### src/rtl/vend_pkg.sv
// Shared definitions for the change-dispense sequencer: coin values,
// denomination indices, FSM state encoding and small helpers.
package vend_pkg;

  localparam int QUARTER = 25;
  localparam int DIME    = 10;
  localparam int NICKLE  = 5;

  // Width of the shared cycle timer; large enough for any count up to 255.
  localparam int TMR_W = 8;

  typedef enum logic [1:0] {
    DEN_Q = 2'd0,
    DEN_D = 2'd1,
    DEN_N = 2'd2
  } denom_t;

  typedef enum logic [2:0] {
    S_IDLE   = 3'd0,
    S_SELECT = 3'd1,
    S_PULSE  = 3'd2,
    S_WAIT   = 3'd3,
    S_GAP    = 3'd4,
    S_FINISH = 3'd5
  } seq_state_t;

  // Face value in cents of a denomination.
  function automatic int coin_value(input denom_t d);
    case (d)
      DEN_Q:   coin_value = QUARTER;
      DEN_D:   coin_value = DIME;
      default: coin_value = NICKLE;
    endcase
  endfunction

  // Position of a denomination in the {quarter,dime,nickle} bit vectors.
  function automatic logic [2:0] den_mask(input denom_t d);
    case (d)
      DEN_Q:   den_mask = 3'b100;
      DEN_D:   den_mask = 3'b010;
      default: den_mask = 3'b001;
    endcase
  endfunction

endpackage

### src/rtl/vend_timer.sv
// Loadable down-counter with a zero flag. It stops at zero; a load always
// wins over counting.
module vend_timer
  import vend_pkg::*;
(
  input  logic             clk,
  input  logic             rst_n,
  input  logic             load,
  input  logic [TMR_W-1:0] load_val,
  output logic             zero
);

  logic [TMR_W-1:0] count;

  // Count down towards zero, or restart from load_val.
  always_ff @(posedge clk or negedge rst_n) begin
    if (!rst_n) begin
      count <= '0;
    end else if (load) begin
      count <= load_val;
    end else if (count != '0) begin
      count <= count - 1'b1;
    end
  end

  assign zero = (count == '0);

endmodule

### src/rtl/change_dispense_sequencer.sv
// Greedy coin-hopper payout sequencer. Accepts an amount over valid/ready,
// pulses quarter/dime/nickle hoppers one coin at a time, confirms each coin
// on the drop sensor, marks hoppers that time out as faulted and falls back
// to smaller coins, then strobes done with the unpaid remainder.
//
// Handshake: a request transfers on a rising edge where req_valid and
// req_ready are both high; req_ready is high only while idle, and a
// requester holding req_valid while busy simply waits.
module change_dispense_sequencer
  import vend_pkg::*;
#(
  parameter int AMT_W       = 8,
  parameter int PULSE_CYC   = 4,
  parameter int TIMEOUT_CYC = 64,
  parameter int GAP_CYC     = 2
) (
  input  logic             CLK,
  input  logic             RESET_N,
  input  logic             req_valid,
  input  logic [AMT_W-1:0] req_amount,
  output logic             req_ready,
  input  logic [2:0]       hop_empty,
  input  logic             coin_sense,
  output logic             outquarter,
  output logic             outdime,
  output logic             outnickle,
  output logic             busy,
  output logic             done,
  output logic             short,
  output logic [AMT_W-1:0] remainder,
  output logic [2:0]       hop_fault,
  output logic [2:0]       dbg_state
);

  seq_state_t       state, next_state;
  logic [AMT_W-1:0] bal;
  denom_t           sel, pick, sel_next;
  logic             found;
  logic             sense_pend;
  logic [2:0]       avail;
  logic [AMT_W-1:0] sel_val;
  logic             tmr_load;
  logic [TMR_W-1:0] tmr_val;
  logic             tmr_zero;
  logic             ready_d, busy_d, done_d;
  logic [2:0]       drive_d;

  assign dbg_state = state;
  assign sel_val   = AMT_W'(coin_value(sel));

  // Largest usable denomination that still fits in the balance.
  always_comb begin
    avail = ~hop_empty & ~hop_fault;
    found = 1'b0;
    pick  = DEN_Q;
    if (avail[2] && bal >= AMT_W'(QUARTER)) begin
      found = 1'b1;
      pick  = DEN_Q;
    end else if (avail[1] && bal >= AMT_W'(DIME)) begin
      found = 1'b1;
      pick  = DEN_D;
    end else if (avail[0] && bal >= AMT_W'(NICKLE)) begin
      found = 1'b1;
      pick  = DEN_N;
    end
    sel_next = (state == S_SELECT) ? pick : sel;
  end

  // State register.
  always_ff @(posedge CLK or negedge RESET_N) begin
    if (!RESET_N) state <= S_IDLE;
    else          state <= next_state;
  end

  // Next-state logic.
  always_comb begin
    next_state = state;
    case (state)
      S_IDLE:   if (req_valid) next_state = S_SELECT;
      S_SELECT: next_state = found ? S_PULSE : S_FINISH;
      S_PULSE:  if (tmr_zero) next_state = S_WAIT;
      S_WAIT: begin
        if (sense_pend || coin_sense) next_state = S_GAP;
        else if (tmr_zero)            next_state = S_SELECT;
      end
      S_GAP:    if (tmr_zero) next_state = S_SELECT;
      S_FINISH: next_state = S_IDLE;
      default:  next_state = S_IDLE;
    endcase
  end

  // Restart the shared timer on entry to each timed state.
  always_comb begin
    tmr_load = 1'b0;
    tmr_val  = '0;
    if (next_state != state) begin
      case (next_state)
        S_PULSE: begin tmr_load = 1'b1; tmr_val = TMR_W'(PULSE_CYC - 1);   end
        S_WAIT:  begin tmr_load = 1'b1; tmr_val = TMR_W'(TIMEOUT_CYC - 1); end
        S_GAP:   begin tmr_load = 1'b1; tmr_val = TMR_W'(GAP_CYC - 1);     end
        default: ;
      endcase
    end
  end

  vend_timer u_timer (
    .clk      (CLK),
    .rst_n    (RESET_N),
    .load     (tmr_load),
    .load_val (tmr_val),
    .zero     (tmr_zero)
  );

  // Balance, selected coin, early-sense capture and sticky hopper faults.
  always_ff @(posedge CLK or negedge RESET_N) begin
    if (!RESET_N) begin
      bal        <= '0;
      sel        <= DEN_Q;
      sense_pend <= 1'b0;
      hop_fault  <= 3'b000;
    end else begin
      if (state == S_IDLE && req_valid) bal <= req_amount;
      if (state == S_SELECT) begin
        sel        <= pick;
        sense_pend <= 1'b0;
      end else if (state == S_PULSE && coin_sense) begin
        sense_pend <= 1'b1;
      end
      if (state == S_WAIT) begin
        if (sense_pend || coin_sense) bal <= bal - sel_val;
        else if (tmr_zero)            hop_fault <= hop_fault | den_mask(sel);
      end
    end
  end

  // Output values for the coming cycle, decoded from the next state.
  always_comb begin
    ready_d = (next_state == S_IDLE);
    busy_d  = (next_state != S_IDLE);
    done_d  = (next_state == S_FINISH);
    drive_d = (next_state == S_PULSE) ? den_mask(sel_next) : 3'b000;
  end

  // Output registers; remainder and short only change with done.
  always_ff @(posedge CLK or negedge RESET_N) begin
    if (!RESET_N) begin
      req_ready  <= 1'b1;
      busy       <= 1'b0;
      done       <= 1'b0;
      outquarter <= 1'b0;
      outdime    <= 1'b0;
      outnickle  <= 1'b0;
      short      <= 1'b0;
      remainder  <= '0;
    end else begin
      req_ready  <= ready_d;
      busy       <= busy_d;
      done       <= done_d;
      outquarter <= drive_d[2];
      outdime    <= drive_d[1];
      outnickle  <= drive_d[0];
      if (done_d) begin
        remainder <= bal;
        short     <= (bal >= AMT_W'(NICKLE));
      end
    end
  end

endmodule

### config.mk
export PLATFORM = sky130hd
export DESIGN_NAME = change_dispense_sequencer
export DESIGN_NICKNAME = d
export VERILOG_FILES = /design/src/rtl/vend_pkg.sv /design/src/rtl/vend_timer.sv /design/src/rtl/change_dispense_sequencer.sv
export SDC_FILE = /design/constraint.sdc
export NUM_CORES = 1
export LEC_CHECK = 0
export ABC_AREA = 1
export BUFFER_PORTS_ARGS = -buffer_cell sky130_fd_sc_hd__buf_2
export CORE_MARGIN = 3
export CORE_UTILIZATION = 31
export CTS_BUF_LIST = sky130_fd_sc_hd__clkbuf_8
export DETAILED_ROUTE_END_ITERATION = 12
export GPL_TIMING_DRIVEN = 0
export SLEW_MARGIN = 20
export SYNTH_ARGS = -nofsm -noshare
export SYNTH_HDL_FRONTEND = slang
export SYNTH_SLANG_ARGS = --single-unit
### constraint.sdc
create_clock -name CLK -period 2.84 [get_ports CLK]
set_clock_uncertainty 0.1 [all_clocks]
set_input_delay 0.568 -clock CLK [delete_from_list [all_inputs] [get_ports CLK]]
set_output_delay 0.568 -clock CLK [all_outputs]
set_load 0.01 [all_outputs]
After elaboration in Yosys (flattened, before gate mapping)
Index checks and enable logic that the tools add are counted.
{"block": "word_totals", "reg_bits": 40, "in_bits": 15}
{"block": "classes", "reduce_logical": 17, "n_mux": 31, "magnitude_cmp": 3, "n_addsub": 2, "n_bitwise": 5, "n_eq_ne": 11}
{"operator": "$mux W8", "n": 5}
{"operator": "$mux W3", "n": 9}
{"operator": "$pmux W6 S3", "n": 1}
{"operator": "$pmux W3 S5", "n": 1}
{"operator": "$eq A3 B2 Y1 const B", "n": 4}
{"operator": "$pmux W3 S2", "n": 2}
{"operator": "$pmux W5 S2", "n": 1}
{"operator": "$eq A3 B3 Y1 const B", "n": 3}
{"operator": "$ge A8 B3 Y1 const B", "n": 1}
{"operator": "$ge A8 B4 Y1 const B", "n": 1}
{"operator": "$ge A8 B5 Y1 const B", "n": 1}
{"operator": "$logic_not A8 Y1", "n": 1}
{"operator": "$mux W2", "n": 4}
{"operator": "$reduce_bool A8 Y1", "n": 1}
{"operator": "$sub A8 B1 Y8 const B", "n": 1}
{"operator": "$sub A8 B5 Y8", "n": 1}
{"operator": "$mux W1", "n": 7}
{"operator": "$logic_not A3 Y1", "n": 2}
{"operator": "$mux W6", "n": 1}
{"operator": "$not A3 Y3", "n": 2}
{"operator": "$logic_and A1 B1 Y1", "n": 5}
{"operator": "$eq A2 B1 Y1 const B", "n": 2}
{"operator": "$logic_not A2 Y1", "n": 2}
{"operator": "$reduce_bool A2 Y1", "n": 2}
{"operator": "other kinds (9)", "n": 9}

Longest topological paths before layout
{"block": "logic_depth", "ltp_word": 13, "mapped_depth": 16}

By module
Synthesis repeated with hierarchy kept, for this count alone.
{"block": "unflattened", "cells_unflattened": 287, "area_unflattened_um2": 2307.2}
{"mod": "change_dispense_sequencer", "area_each_um2": 1794.2, "n_inst": 1, "cells_each": 216, "seq_area_each_um2": 802.0}
{"mod": "vend_timer", "area_each_um2": 513.0, "n_inst": 1, "cells_each": 71, "seq_area_each_um2": 200.2}

Worst setup path after synthesis
No wires, ideal clock.
{"block": "synth_path", "path_kind": "flip-flop to flip-flop", "start": "reg sel[1]", "end": "reg bal[6]", "arrival_time_ns": 1.832, "path_slack_ns": 0.776, "synth_period_minus_slack_ns": 2.064, "path_stages_with_launch": 11, "required_time_ns": 2.608, "path_cell_list": "dfrtp_1 > nor2_1 > inv_1 > ha_1 > fa_1 > o221ai_1 > nand2_1 > nand3_1 > a21oi_1 > o21ai_0 > o21ai_0"}
{"block": "synth_via", "elab_chain_cells": 5}
{"item": "from (decl)", "line": "change_dispense_sequencer.sv:37", "source": "denom_t sel, pick, sel_next;"}
{"item": "from (signal assigned)", "line": "change_dispense_sequencer.sv:124", "source": "sel <= pick;"}
{"item": "$eq A2 B1 Y1 or $logic_not A2 Y1 (tied branches)", "line": "vend_pkg.sv:29", "source": "case (d)"}
{"item": "$pmux W5 S2 *", "line": "vend_pkg.sv:29"}
{"item": "$sub A8 B5 Y8 *", "line": "change_dispense_sequencer.sv:130", "source": "if (sense_pend || coin_sense) bal <= bal - sel_val;"}
{"item": "$mux W8 *", "line": "change_dispense_sequencer.sv:130"}
{"item": "$mux W8 *", "line": "change_dispense_sequencer.sv:129", "source": "if (state == S_WAIT) begin"}
{"item": "to (signal assigned)", "line": "change_dispense_sequencer.sv:122", "source": "if (state == S_IDLE && req_valid) bal <= req_amount;"}
{"item": "to (signal assigned)", "line": "change_dispense_sequencer.sv:130"}
{"item": "to (decl)", "line": "change_dispense_sequencer.sv:36", "source": "logic [AMT_W-1:0] bal;"}
Mark *: on every way between the ends. The rest lies on a longest branch, timed or not.
A chain may end at the register's enable or synchronous reset.

Final worst setup path
Same ends and word-level chain as after synthesis.

==> reports/summary.md <==
* **final period demand of the worst path** 2350 ps
* **number of warnings issued by yosys** 0
* **Crit path required time** 2920 ps
* **number of nets in the layout** 332
* **Crit Path Class** register to register
* **largest net degree at the start of global routing** 41
* **buffering stage count on the worst path with inverters included** 1
* **Layout fillers** 751
* **Mean Syn Cell Area** 8.36 um^2
* **average wire per standard cell** 12.4 um
* **count of buffers from port buffering** 35
* **via count of the first global-routing pass** 1,835
* **Iteration-0 DRC Markers** 91
* **HPWL reported at the end of detailed placement** 3870 um
* **first drt pass iteration count** 4
* **number of nets with antenna violations after detailed routing** 0
* **Bufs on Longest Clock Path** 2
* **share of cells above drive strength 1** 24.2%
* **count of endpoints failing hold in the final timing report** 0
* **total grt overflow** 0
* **core region area** 6910 um^2
* **standby leakage power** 1.38 nW
* **sum of routed wire length over all layers** 5050 um
* **Placement Rows** 30
* **Critical Path Slowest Stage Cell** sky130_fd_sc_hd__fa_1
* **arrival time of the worst setup path** 2420 ps
* **layout-stage area growth over the synthesis result** 17.3%
* **number of setup violations in the final report** 0
* **H-tree depth reported by CTS** 2
* **ordered cell list for the critical path** nor2_1 > inv_1 > ha_1 > fa_1 > o221ai_1 > nand2_1 > nand3_1 > a21oi_1 > o21ai_0 > o21ai_0
* **area enclosed by the die boundary** 8260 um^2
* **family with the most delay on the worst path** adder cells
* **minimum hold slack** 283 ps
* **transition at the pin with the smallest max-transition slack** 881 ps
* **clock network latency to the later pin of the worst-skew pair** 300 ps
* **Tightest Hold Check Type** input pin to asynchronous set/reset pin
* **run status** finished, final reports clean
* **Root Buffer** sky130_fd_sc_hd__clkbuf_8
* **async set-reset flop share out of synthesis** 100%
* **final estimated routing congestion in global placement** 0.855
* **worst-case headroom to the max-slew limit** 41.3%
* **count of flip-flops with a built-in enable after synthesis** 0
* **prevailing post-synth register cell** sky130_fd_sc_hd__dfrtp_1
* **Post-Syn Area** 2230 um^2
* **first-pass GRT wire length** 8790 um
* **post-CTS setup buffer count** 0
* **count of different cell masters after synthesis** 44
* **cell mode on critical path** sky130_fd_sc_hd__o21ai_0
* **post-route cell area** 2620 um^2
* **TritonCTS buffer count** 5
* **number of antenna cells inserted** 0
* **Synth Instances** 267
* **max frequency** 426 MHz
* **Avg Vias per Cell** 4.55
* **number of max-cap violations** 0
* **initial standard-cell utilization of the core** 32.3%
* **Critical Path Sink Type** register
* **maximum ir drop on the vdd rail** 0.000309 V
* **count of unresolved DRC violations after routing** 0
* **number of hold-repair buffers added at the cts stage** 0
* **total count of max-transition violations in the final report** 0
* **RSZ-0062 raised after global routing** no
* **TritonCTS clock tree** yes
* **io pins** 36
* **Die Span X** 90.9 um
* **share of the yosys chip area belonging to registers** 44.9%
* **GR Util All Layers** 13.2%
* **setup_tns** 0 ps
* **number of nets in the synthesized netlist** 290
* **total cell area at the placement stage** 2530 um^2
* **biggest fanout along the worst timing path** 4
* **Die Y-Extent** 90.9 um
* **clock-pin slew of the registers on the worst-case setup and hold paths** 80 ps
* **vias post-DR** 1,847
* **PostCTS Resize Cnt** 0
* **slowest cell delay on critical path** 420 ps
* **CTS Sinks** 40
* **initial antenna violation count** 0
* **type of element launching the critical path** register
* **share of the clock period used by the worst path after layout** 82.7%
* **power density over cell area** 1250 nW/um^2
* **total of flip-flops plus latches after synthesis** 40
[cell type report]
type / instances / area, um^2 / area share (%)
Inverter: 37 / 139 / 5.30
Clock buffer: 6 / 82.6 / 3.15
Clock inverter: 2 / 7.51 / 0.287
Timing Repair Buffer: 35 / 175 / 6.69
Multi-Input combinational cell: 185 / 1070 / 40.9
Buffer: 5 / 20.0 / 0.764
Sequential cell: 40 / 1000 / 38.3
Tap cell: 96 / 120 / 4.59
[through the flow]
step / setup WS, ps / cells / power, mW / util (%)
global placement: 528 / 398 / 2.85 / 36.6
CTS: 474 / 406 / 3.31 / 37.9
floorplan: 776 / 267 / 2.43 / -
global route: 264 / 406 / 3.62 / 37.9
detailed placement: 474 / 398 / 2.90 / 36.6
finish: 491 / 406 / 3.26 / 37.9
[routing by layer]
metal / track usage, % / routed length (um)
met2: 20.8 / 2260
met3: 2.33 / 215
met5: 0 / 0
met1: 17.9 / 2480
met4: 5.65 / 93
[cell usage in the layout (no fill, tap or decap), types with 2 or more instances in the layout]
cell type / netlist / layout
sky130_fd_sc_hd__o21ai_0: 18 / 18
sky130_fd_sc_hd__nand4_1: 6 / 6
sky130_fd_sc_hd__inv_1: 29 / 31
sky130_fd_sc_hd__nand2_1: 67 / 67
sky130_fd_sc_hd__a21oi_1: 7 / 7
sky130_fd_sc_hd__dfrtp_1: 39 / 39
sky130_fd_sc_hd__clkbuf_8: 0 / 6
sky130_fd_sc_hd__xnor2_1: 2 / 2
sky130_fd_sc_hd__clkbuf_1: 4 / 4
sky130_fd_sc_hd__a31oi_1: 4 / 4
sky130_fd_sc_hd__nor3_1: 4 / 4
sky130_fd_sc_hd__xor2_1: 4 / 4
sky130_fd_sc_hd__o211ai_1: 2 / 2
sky130_fd_sc_hd__inv_2: 8 / 8
sky130_fd_sc_hd__nor2_4: 2 / 2
sky130_fd_sc_hd__ha_1: 7 / 7
sky130_fd_sc_hd__nor2_1: 15 / 15
sky130_fd_sc_hd__nand2_4: 3 / 3
sky130_fd_sc_hd__o21bai_1: 3 / 3
sky130_fd_sc_hd__nand2_2: 3 / 3
sky130_fd_sc_hd__nor2_2: 5 / 5
sky130_fd_sc_hd__buf_2: 1 / 36
sky130_fd_sc_hd__nand3_1: 12 / 12
[where the power goes]
| group | switching, mW | leakage, nW | internal (mW) |
|---|---|---|---|
| combinational | 1.13 | 0.823 | 0.700 |
| sequential | 0.206 | 0.505 | 0.833 |
| clock | 0.200 | 0.0538 | 0.191 |
[cells in the mapped netlist, types with 3 or more instances]
library cell | instances | area [um^2]
sky130_fd_sc_hd__nand2_1 | 67 | 251
sky130_fd_sc_hd__dfrtp_1 | 39 | 976
sky130_fd_sc_hd__inv_1 | 29 | 109
sky130_fd_sc_hd__o21ai_0 | 18 | 90.1
sky130_fd_sc_hd__nor2_1 | 15 | 56.3
sky130_fd_sc_hd__nand3_1 | 12 | 60.1
sky130_fd_sc_hd__inv_2 | 8 | 30.0
sky130_fd_sc_hd__a21oi_1 | 7 | 35.0
sky130_fd_sc_hd__ha_1 | 7 | 87.6
sky130_fd_sc_hd__nand4_1 | 6 | 37.5
sky130_fd_sc_hd__nor2_2 | 5 | 31.3
sky130_fd_sc_hd__a31oi_1 | 4 | 25.0
sky130_fd_sc_hd__clkbuf_1 | 4 | 15.0
sky130_fd_sc_hd__nor3_1 | 4 | 20.0
sky130_fd_sc_hd__xor2_1 | 4 | 35.0
sky130_fd_sc_hd__nand2_2 | 3 | 18.8
sky130_fd_sc_hd__nand2_4 | 3 | 33.8
sky130_fd_sc_hd__o21bai_1 | 3 | 22.5
[path summary, 6_finish.rpt]
check	from	end	slack [ps]	depth (start not counted)
max	sel[1]	bal[6]	490	10
min	RESET_N	done	280	1
max reg2reg	sel[1]	bal[6]	490	10
min reg2reg	remainder[3]	remainder[3]	390	2
max in group asynchronous	RESET_N	bal[4]	1800	1
min in group CLK	remainder[3]	remainder[3]	390	2
[logic make-up (layout without fill, tap and decap cells)]
| family | count (synthesis) | after routing | synth area share (%) |
|---|---|---|---|
| AO/OA/AOI/OAI | 45 | 45 | 13.0 |
| adder cells (fa/ha/maj) | 8 | 8 | 4.82 |
| buffers and inverters | 42 | 85 | 7.11 |
| multiplexers | 1 | 1 | 0.504 |
| flip-flops | 40 | 40 | 44.9 |
| AND/OR/NAND/NOR | 125 | 125 | 27.3 |
| XOR/XNOR | 6 | 6 | 2.35 |
[sequential cells by signal, summed over array words and instances, names as in the netlist]
| name | count |
|---|---|
| bal | 8 |
| busy | 1 |
| dbg_state | 3 |
| done | 1 |
| hop_fault | 3 |
| outdime | 1 |
| outnickle | 1 |
| outquarter | 1 |
| remainder | 8 |
| req_ready | 1 |
| sel | 2 |
| sense_pend | 1 |
| short | 1 |
| u_timer.count | 8 |
(Power assumes the default switching activity.)
